## src/rtl/audio_pkg.sv

```systemverilog
// Shared constants and helpers for the audio playback path.
// Used by the ROM fetch stage, the PWM output stage and their testbenches.
//   sample_div()    : system clocks per PCM sample (floor)
//   midscale()      : duty value for silence at a given PWM resolution
//   pcm_to_offset() : signed PCM -> offset-binary duty, top 'bits' bits kept
package audio_pkg;

  localparam int unsigned CLK_HZ_DEFAULT    = 100_000_000;
  localparam int unsigned SAMPLE_HZ_DEFAULT = 44_100;
  localparam int unsigned PWM_BITS_DEFAULT  = 8;

  function automatic int unsigned sample_div(input int unsigned clk_hz,
                                             input int unsigned sample_hz);
    return clk_hz / sample_hz;
  endfunction

  function automatic int unsigned midscale(input int unsigned bits);
    return 32'd1 << (bits - 1);
  endfunction

  localparam int unsigned SAMPLE_DIV_DEFAULT = sample_div(CLK_HZ_DEFAULT, SAMPLE_HZ_DEFAULT);
  localparam int unsigned MIDSCALE           = midscale(PWM_BITS_DEFAULT);

  // Flipping the sign bit maps -32768..32767 onto 0..65535; the shift keeps
  // the most significant 'bits' bits as the duty value.
  function automatic logic [15:0] pcm_to_offset(input logic [15:0] sample,
                                                input int unsigned bits);
    return (sample ^ 16'h8000) >> (16 - bits);
  endfunction

endpackage

```

## src/rtl/pwm_carrier.sv

```systemverilog
// PWM carrier: free-running counter of 2**PWM_BITS clocks, duty register that
// only reloads at the counter wrap, and a registered compare output.
//   clk_i  : clock
//   rst_i  : synchronous active-high reset
//   en_i   : low holds counter at 0, duty at mid-scale, output low
//   duty_i : requested duty (sampled at carrier boundary only)
//   pwm_o  : registered PWM output
module pwm_carrier
  import audio_pkg::*;
#(
  parameter int unsigned PWM_BITS = PWM_BITS_DEFAULT
) (
  input  logic                clk_i,
  input  logic                rst_i,
  input  logic                en_i,
  input  logic [PWM_BITS-1:0] duty_i,
  output logic                pwm_o
);

  localparam logic [PWM_BITS-1:0] MID = PWM_BITS'(midscale(PWM_BITS));

  logic [PWM_BITS-1:0] cnt_q, cnt_d;
  logic [PWM_BITS-1:0] duty_q, duty_d;
  logic                pwm_q, pwm_d;

  always_comb begin
    cnt_d  = cnt_q;
    duty_d = duty_q;
    pwm_d  = pwm_q;
    if (!en_i) begin
      cnt_d  = '0;
      duty_d = MID;
      pwm_d  = 1'b0;
    end else begin
      cnt_d = cnt_q + 1'b1;
      // Loading only on the last count keeps every period whole.
      if (cnt_q == '1) duty_d = duty_i;
      pwm_d = (cnt_q < duty_q);
    end
  end

  always_ff @(posedge clk_i) begin
    if (rst_i) begin
      cnt_q  <= '0;
      duty_q <= MID;
      pwm_q  <= 1'b0;
    end else begin
      cnt_q  <= cnt_d;
      duty_q <= duty_d;
      pwm_q  <= pwm_d;
    end
  end

  assign pwm_o = pwm_q;

endmodule

```

## src/rtl/pcm_pwm_modulator.sv

```systemverilog
// PCM -> PWM output stage. Accepts signed 16-bit samples over valid/ready,
// consumes one per sample tick, and drives the mono amp pins.
//   Clock_100MHz   : system clock
//   Clear          : synchronous active-high reset (overrides Enable)
//   Enable         : playback enable; low shuts the amp down and flushes
//   Sample_Data/Valid/Ready : one-deep holding register handshake
//   Underrun_Clr   : pulse clears Underrun and Underrun_Count
//   Underrun       : sticky, a tick found no pending sample
//   Underrun_Count : saturating count of underrun ticks
//   AUD_PWM/AUD_SD : registered amp PWM and enable
module pcm_pwm_modulator
  import audio_pkg::*;
#(
  parameter int unsigned CLK_HZ    = CLK_HZ_DEFAULT,
  parameter int unsigned SAMPLE_HZ = SAMPLE_HZ_DEFAULT,
  parameter int unsigned PWM_BITS  = PWM_BITS_DEFAULT
) (
  input  logic        Clock_100MHz,
  input  logic        Clear,
  input  logic        Enable,
  input  logic [15:0] Sample_Data,
  input  logic        Sample_Valid,
  output logic        Sample_Ready,
  input  logic        Underrun_Clr,
  output logic        Underrun,
  output logic [15:0] Underrun_Count,
  output logic        AUD_PWM,
  output logic        AUD_SD
);

  localparam int unsigned SAMPLE_DIV = sample_div(CLK_HZ, SAMPLE_HZ);
  localparam int unsigned TW         = (SAMPLE_DIV > 1) ? $clog2(SAMPLE_DIV) : 1;
  localparam logic [TW-1:0]       TICK_LAST = TW'(SAMPLE_DIV - 1);
  localparam logic [PWM_BITS-1:0] MID       = PWM_BITS'(midscale(PWM_BITS));

  logic [TW-1:0]       tick_cnt_q, tick_cnt_d;
  logic [15:0]         pend_q, pend_d;
  logic                pend_vld_q, pend_vld_d;
  logic [PWM_BITS-1:0] shadow_q, shadow_d;
  logic                underrun_q, underrun_d;
  logic [15:0]         ucnt_q, ucnt_d;
  logic                sd_q;
  logic                tick;
  logic                accept;

  assign Sample_Ready = !Clear && Enable && !pend_vld_q;
  assign accept       = Sample_Valid && Sample_Ready;
  assign tick         = Enable && (tick_cnt_q == TICK_LAST);

  always_comb begin
    tick_cnt_d = tick_cnt_q;
    pend_d     = pend_q;
    pend_vld_d = pend_vld_q;
    shadow_d   = shadow_q;
    underrun_d = underrun_q;
    ucnt_d     = ucnt_q;

    // Clear first so that an underrun in the same cycle overrides it.
    if (Underrun_Clr) begin
      underrun_d = 1'b0;
      ucnt_d     = '0;
    end

    if (!Enable) begin
      tick_cnt_d = '0;
      pend_vld_d = 1'b0;
      shadow_d   = MID;
    end else begin
      tick_cnt_d = tick ? '0 : tick_cnt_q + 1'b1;
      if (tick) begin
        if (pend_vld_q) begin
          shadow_d   = PWM_BITS'(pcm_to_offset(pend_q, PWM_BITS));
          pend_vld_d = 1'b0;
        end else begin
          underrun_d = 1'b1;
          if (ucnt_d != '1) ucnt_d = ucnt_d + 1'b1;
        end
      end
      // Accept only happens with pending empty, so a same-cycle tick has
      // already scored the underrun; the word waits for the next tick.
      if (accept) begin
        pend_d     = Sample_Data;
        pend_vld_d = 1'b1;
      end
    end
  end

  always_ff @(posedge Clock_100MHz) begin
    if (Clear) begin
      tick_cnt_q <= '0;
      pend_q     <= '0;
      pend_vld_q <= 1'b0;
      shadow_q   <= MID;
      underrun_q <= 1'b0;
      ucnt_q     <= '0;
      sd_q       <= 1'b0;
    end else begin
      tick_cnt_q <= tick_cnt_d;
      pend_q     <= pend_d;
      pend_vld_q <= pend_vld_d;
      shadow_q   <= shadow_d;
      underrun_q <= underrun_d;
      ucnt_q     <= ucnt_d;
      sd_q       <= Enable;
    end
  end

  pwm_carrier #(
    .PWM_BITS(PWM_BITS)
  ) u_carrier (
    .clk_i (Clock_100MHz),
    .rst_i (Clear),
    .en_i  (Enable),
    .duty_i(shadow_q),
    .pwm_o (AUD_PWM)
  );

  assign Underrun       = underrun_q;
  assign Underrun_Count = ucnt_q;
  assign AUD_SD         = sd_q;

endmodule
```

## config.mk

```make
export PLATFORM = sky130hd
export DESIGN_NAME = pcm_pwm_modulator
export DESIGN_NICKNAME = d
export VERILOG_FILES = /design/src/rtl/audio_pkg.sv /design/src/rtl/pwm_carrier.sv /design/src/rtl/pcm_pwm_modulator.sv
export SDC_FILE = /design/constraint.sdc
export NUM_CORES = 1
export LEC_CHECK = 0
export CAP_MARGIN = 20
export CORE_AREA = 5 5 65 97
export DETAILED_ROUTE_END_ITERATION = 10
export DIE_AREA = 0 0 70 102
export PLACE_DENSITY = 0.85
export SLEW_MARGIN = 10
export SYNTH_ARGS = -nofsm -noshare
export SYNTH_HDL_FRONTEND = slang
export SYNTH_SLANG_ARGS = --single-unit
export TNS_END_PERCENT = 50
```

## constraint.sdc

```tcl
create_clock -name Clock_100MHz -period 2.6 [get_ports Clock_100MHz]
set_input_delay 0.52 -clock Clock_100MHz [delete_from_list [all_inputs] [get_ports Clock_100MHz]]
set_output_delay 0.52 -clock Clock_100MHz [all_outputs]
set_load 0.01 [all_outputs]
```

==> results of run 1 <==
## state kept, by name, indices dropped and copies added (netlist names)
name,count
Underrun_Count,16
tick_cnt_q,12
pend_q,8
shadow_q,8
u_carrier.cnt_q,8
u_carrier.duty_q,8
AUD_SD,1
Underrun,1
pend_vld_q,1
u_carrier.pwm_o,1
## critical path: stages
cell,delay (ns)
clkdlybuf4s50_1,0.49
buf_4,0.13
nand2b_1,0.07
nor2_1,0.16
clkdlybuf4s50_1,0.57
## per-layer routing
metal	global-route usage [%]	wire (µm)	up-vias
met2	29.6	2990	48
li1	-	-	1181
met4	9.44	117	0
met1	18.2	2430	1102
met3	4.33	216	12
met5	0	0	-
## power groups by stage
| stage | Combinational, µW | Sequential (µW) | Clock [µW] |
|---|---|---|---|
| floorplan | 36.0 | 1020 | 0 |
| global placement | 73.9 | 1020 | 0 |
| detailed placement | 75.2 | 1020 | 0 |
| CTS | 75.9 | 996 | 930 |
| global route | 82.5 | 996 | 989 |
| finish | 75.4 | 996 | 911 |
## cell families (layout without fill, tap and decap cells)
kind of cell             after synthesis  after routing
flip-flops                            64             64
AND/OR/NAND/NOR                      131            131
XOR/XNOR                              16             16
multiplexers                          16             16
AO/OA/AOI/OAI                         51             51
adder cells (fa/ha/maj)               10             10
buffers and inverters                 27             75
## how the worst max path moves through the flow
stage,from,end,slack (ns),cells after the start
after floorplan,Underrun_Clr,Underrun_Count[12],0.47,7
after global placement,Underrun_Clr,Underrun_Count[14],-0.02,6
after detailed placement,Underrun_Clr,Underrun_Count[14],-0.04,6
after CTS,Enable,Sample_Ready,0.13,5
after global routing,Enable,Sample_Ready,0.07,5
final,Enable,Sample_Ready,0.13,5
## metrics by stage
stage | worst slack (ns) | cells | power, µW
3_5_place_dp | -0.0399 | 417 | 1090
5_1_grt | 0.0698 | 433 | 2070
3_3_place_gp | -0.0179 | 417 | 1090
2_1_floorplan | 0.469 | 315 | 1050
4_1_cts | 0.132 | 433 | 2000
6_report | 0.130 | 433 | 1980
## cell usage in the layout (no fill, tap or decap), drive strengths merged, types with 3 or more instances in the layout
cell,count
nand3,11
nor4,5
or2,3
nand2b,3
xnor2,9
ha,10
or4,5
dfxtp,64
nand2,31
clkbuf,11
xor2,7
nand4,3
or3,11
nor2,43
clkdlybuf4s50,32
a21oi,25
a21o,3
buf,11
o31ai,3
mux2i,15
inv,16
nand4b,4
o21ai,11
## layout make-up
| class | instances | area share [%] |
|---|---|---|
| timing repair buffer | 43 | 11.6 |
| clock buffer | 11 | 3.79 |
| sequential | 64 | 36.9 |
| multi-input combinational | 224 | 41.1 |
| clock inverter | 5 | 2.34 |
| inverter | 16 | 1.73 |
| tap | 70 | 2.52 |
==> results.md, run 1 <==
* Status: complete, no violations
* R2R Setup Slk at 0.44 ns
* RSZ-0062 raised after global routing: no
* Count of flip-flops with a built-in enable after synthesis at 0
* Register bit total from synthesis at 64
* Sw Share at 21.0%
* Die height at 102 µm
* Post-CTS Setup Bufs at 0
* Count leader, synth: dfxtp_1
* Synth top area share at 45.6%
* Die area at 7140 µm²
* Worst-Margin Slew at 0.446 ns
* Port Buf Inserts at 32
* Sum Neg Setup Slack at 0 ns
* Routability cong. at 0.821
* Final instance area at 3470 µm²
* Top post-synthesis cells by count: 64 x dfxtp_1, 43 x nor2_1, 31 x nand2_1, 25 x a21oi_1, 16 x inv_1
* Post-cts sizing count at 0
* Period utilisation layout at 95.0%
* Pwr per Cell Area at 571 nW/µm²
* Critical Path Fanout Max at 3
* Sw power at 416 µW
* Clk Latency, worst-skew pair at 0.34 ns
* Top cells by area, synth: dfxtp_1 46%, nor2_1 5.7%, mux2i_1 5.3%
* R2r endpoint: Underrun_Count[11]
* Clock power share at 45.9%
* Crit path required time at 2.08 ns
* Comb pwr share at 3.8%
* Drt initial violations at 98
* FP Rows at 33
* Final Hold Slack at 0.457 ns
* Class of the worst hold path: reg2reg
* Post-Syn Nets at 346
* YS warnings at 0
* Hold buffer count at cts at 0
* Internal power at 1570 µW
* Slew margin rel. at 70.2%
* CTS buffer count at 9
* Fmax at 0.405 GHz
* Diode count at 0
* Overflow after GRT at 0
* Die width at 70 µm
* First-pass GRT wire length at 9440 µm
* Vias in the first global route at 2185
* Post-Syn Area at 2810 µm²
* Compound-Gate Fraction of Synth Area at 10.9%
* Hold Violations, Final at 0
* Placed inst area at 3260 µm²
* Multi-input gate area at 1430 µm²
* Hold_sp: pend_q[9]
* WHS Path Cells at 2
* Overall Global Routing Usage at 16.8%
* CTS tree: built
* Core area at 5370 µm²
* Register area share after synthesis at 45.6%
* Max VDD drop at 0.470 mV
* Minimum clock period after layout at 2.47 ns
* Initial antenna violation count at 0
* Pre-Repair DR Iteration Count at 4
* Maximum clock path buffer count at 2
* Cells after Synth at 315
* Layout cells sized above 1 at 10.2%
* Post-synthesis xor/xnor area fraction at 4.98%
* Startpoint type of the worst setup path: primary input
* Synthesized area per cell at 8.93 µm²
* Number of max-cap violations at 0
* CP Capture Type: output port
* Nets@finish at 389
* Synth Area in Adders at 4.45%
* Antenna Nets Post-Route at 0
* CP Class: in2out
* # fillers at 437
* Final Util at 64.6%
* Clk_skew at 0.00604 ns
* CTS H-tree lvls at 3
* Sequential share of power at 50.3%
* Synth area leader: dfxtp_1
* I/O Pins at 41
* Main flop type after synthesis: dfxtp_1
* Max-slew violation count at 0
* Hold EP: pend_q[9]
* WL final at 5760 µm
* Area Growth Syn to Fin at 23.4%
* HPWL Detailed at 4160 µm
* Largest net degree at the start of global routing at 24
* Starting Density at 52.4%
* Final Setup Violations at 0
* Post-route DRC at 0
* Clock transition at the registers of the reported paths at 0.07 ns
* Distinct cell type count after synthesis at 46
* Post-Synth Simple-Gate Area at 24.4%
* Clock Sinks at 64
* Post-synth ARST share at 0%
* Clk Tree Root Cell: clkbuf_8
* Static Leak at 0.00122 µW
* Seq. cell area at 1280 µm²
* Critical path arrival at 1.95 ns
* Final routed wire length divided by cell count at 13.3 µm
* Avg Vias per Cell at 5.41
* Via count at 2343
* Mux share of post-synthesis cell area at 5.87%
* RR Startpoint: tick_cnt_q[10]
* Main combinational cell family by area after synthesis: simple AND/OR/NAND/NOR gates
* Worst R2R Path Depth at 5
Power figures use the tool's default switching activity.
==> run 2, diff against run 1 <==
--- a/config.mk
+++ b/config.mk
@@ -6,10 +6,11 @@
 export NUM_CORES = 1
 export LEC_CHECK = 0
 export CAP_MARGIN = 20
-export CORE_AREA = 5 5 65 97
+export CORE_AREA = 5 5 71 105
 export DETAILED_ROUTE_END_ITERATION = 10
-export DIE_AREA = 0 0 70 102
-export PLACE_DENSITY = 0.85
+export DIE_AREA = 0 0 76 110
+export PLACE_DENSITY = 0.74
+export RECOVER_POWER = 50
 export SLEW_MARGIN = 10
 export SYNTH_ARGS = -nofsm -noshare
 export SYNTH_HDL_FRONTEND = slang
==> results.md, run 2 (synthesis gave the netlist of run 1 again) <==
* Drt initial violations at 127 (+30%)
* Clk Latency, worst-skew pair at 0.33 ns (about the same)
* Critical-path top delay cell: clkdlybuf4s50_1
* Final instance area at 3450 µm² (-0.54%)
* # fillers at 594 (+36%)
* Diode count at 0 (unchanged)
* Class of the worst hold path: reg2reg
* HPWL Detailed at 4270 µm (+2.8%)
* CP Class: in2out
* Fmax at 0.403 GHz (-0.54%)
* First-pass GRT wire length at 10100 µm (+7.5%)
* Most frequent cells in the layout: 64 x dfxtp_1, 43 x nor2_1, 31 x nand2_1
* Via count at 2292 (-2.2%)
* CTS tree: built
* Number of max-cap violations at 0 (unchanged)
* Startpoint type of the worst setup path: primary input
* Crit path required time at 2.08 ns (about the same)
* Largest register FFs at 16 (unchanged)
* Worst path most repeated cell: clkdlybuf4s50_1
* Max VDD drop at 0.377 mV (-20%)
* Crit-path max cell delay at 0.57 ns (about the same)
* Layout cells sized above 1 at 10.4% (+0.22 points)
* Kind of cell adding the most delay to the critical path: buffers and inverters
* Routability cong. at 0.824 (+0.38%)
* WL final at 5770 µm (+0.24%)
* Clock transition at the registers of the reported paths at 0.07 ns (about the same)
* Die height at 110 µm (+7.8%)
* Area Growth Syn to Fin at 22.7%
* Core area at 6440 µm² (+20%)
* Max-slew violation count at 0 (unchanged)
* CP Capture Type: output port
* Avg Vias per Cell at 5.20 (-4.0%)
* Nets@finish at 391 (+0.51%)
* Most common cell after layout, fill and taps aside: dfxtp_1
* Post-route DRC at 0 (unchanged)
* Static Leak at 0.00126 µW (+3.7%)
* Die area at 8360 µm² (+17%)
* Crit path cell chain: clkdlybuf4s50_1, buf_4, nand2b_1, nor2_1, clkdlybuf4s50_1
* Worst Path Buf+Inv at 3 (unchanged)
* Starting Density at 43.7% (-8.7 points)
* Largest net degree at the start of global routing at 24 (unchanged)
* Port Buf Inserts at 32 (unchanged)
* Overall Global Routing Usage at 14.7% (-2.0 points)
* Vias in the first global route at 2331 (+6.7%)
* Pre-Repair DR Iteration Count at 4 (unchanged)
* Slew margin rel. at 57.5% (-13 points)
* CTS buffer count at 9 (unchanged)
* Die width at 76 µm (+8.6%)
* Initial antenna violation count at 0 (unchanged)
* Minimum clock period after layout at 2.48 ns (+0.0134 ns)
* Hold buffer count at cts at 0 (unchanged)
* Hold Violations, Final at 0 (unchanged)
* Clock Sinks at 64 (unchanged)
* Final Setup Violations at 0 (unchanged)
* Period utilisation layout at 95.5% (+0.52 points)
* Clk_skew at 0.00858 ns (+0.00254 ns)
* I/O Pins at 41 (unchanged)
* Status: complete, no violations
* Antenna Nets Post-Route at 0 (unchanged)
* Final Util at 53.6% (-11 points)
* Post-cts sizing count at 0 (unchanged)
* FP Rows at 36 (+9.1%)
* Clk Tree Root Cell: clkbuf_8
* Overflow after GRT at 0 (unchanged)
* Post-CTS Setup Bufs at 0 (unchanged)
* Maximum clock path buffer count at 2 (unchanged)
* Worst-Margin Slew at 0.638 ns (+0.192 ns)
* Final routed wire length divided by cell count at 13.1 µm (-1.6%)
* CTS H-tree lvls at 3 (unchanged)
* Critical path arrival at 1.96 ns (about the same)
* RSZ-0062 raised after global routing: no
* Pwr per Cell Area at 532 nW/µm² (-6.8%)
* Placed inst area at 3280 µm² (+0.69%)
* Critical Path Fanout Max at 3 (unchanged)
-- run 2: metal layers --
layer,global-route usage [%],part of all wire (%),up-vias
met1,16.0,44,1085
li1,-,-,1184
met4,5.85,0.83,0
met3,4.07,2.5,4
met5,0,0,-
met2,27.0,53,19
-- run 2: metrics by stage --
stage / setup TNS, ns / setup WS (ns) / hold WS (ns) / instances / total power (µW)
2_1_floorplan: 0 / 0.469 / 0.426 / 315 / 1050
3_5_place_dp: -0.0837 / -0.0515 / 0.449 / 425 / 1100
3_3_place_gp: -0.0130 / -0.0110 / 0.440 / 425 / 1090
5_1_grt: 0 / 0.0494 / 0.478 / 441 / 1920
4_1_cts: 0 / 0.121 / 0.464 / 441 / 1860
6_report: 0 / 0.116 / 0.460 / 441 / 1840
-- run 2: report_power, final --
| group | total [µW] | internal [µW] | switching, µW | leakage [µW] |
|---|---|---|---|---|
| combinational | 75.8 | 35.8 | 40.0 | 0.000662 |
| sequential | 995 | 989 | 6.08 | 0.000517 |
| clock | 766 | 373 | 393 | 0.0000845 |
-- run 2: final timing paths --
check	start	endpoint	slack, ns	depth (start not counted)
setup / recovery	Enable	Sample_Ready	0.12	5
setup reg to reg	tick_cnt_q[10]	Underrun_Count[11]	0.38	5
hold reg to reg	u_carrier.cnt_q[0]	u_carrier.cnt_q[0]	0.46	1
hold / removal	u_carrier.cnt_q[0]	u_carrier.cnt_q[0]	0.46	1
-- run 2: final cells by class --
cell class | instances | area (µm²) | share of cell area [%]
clock buffer | 10 | 138 | 3.99
clock inverter | 6 | 45.0 | 1.31
inverter | 16 | 60.1 | 1.74
multi-input combinational | 224 | 1420 | 41.2
sequential | 64 | 1280 | 37.1
tap | 76 | 95.1 | 2.76
timing repair buffer | 45 | 410 | 11.9
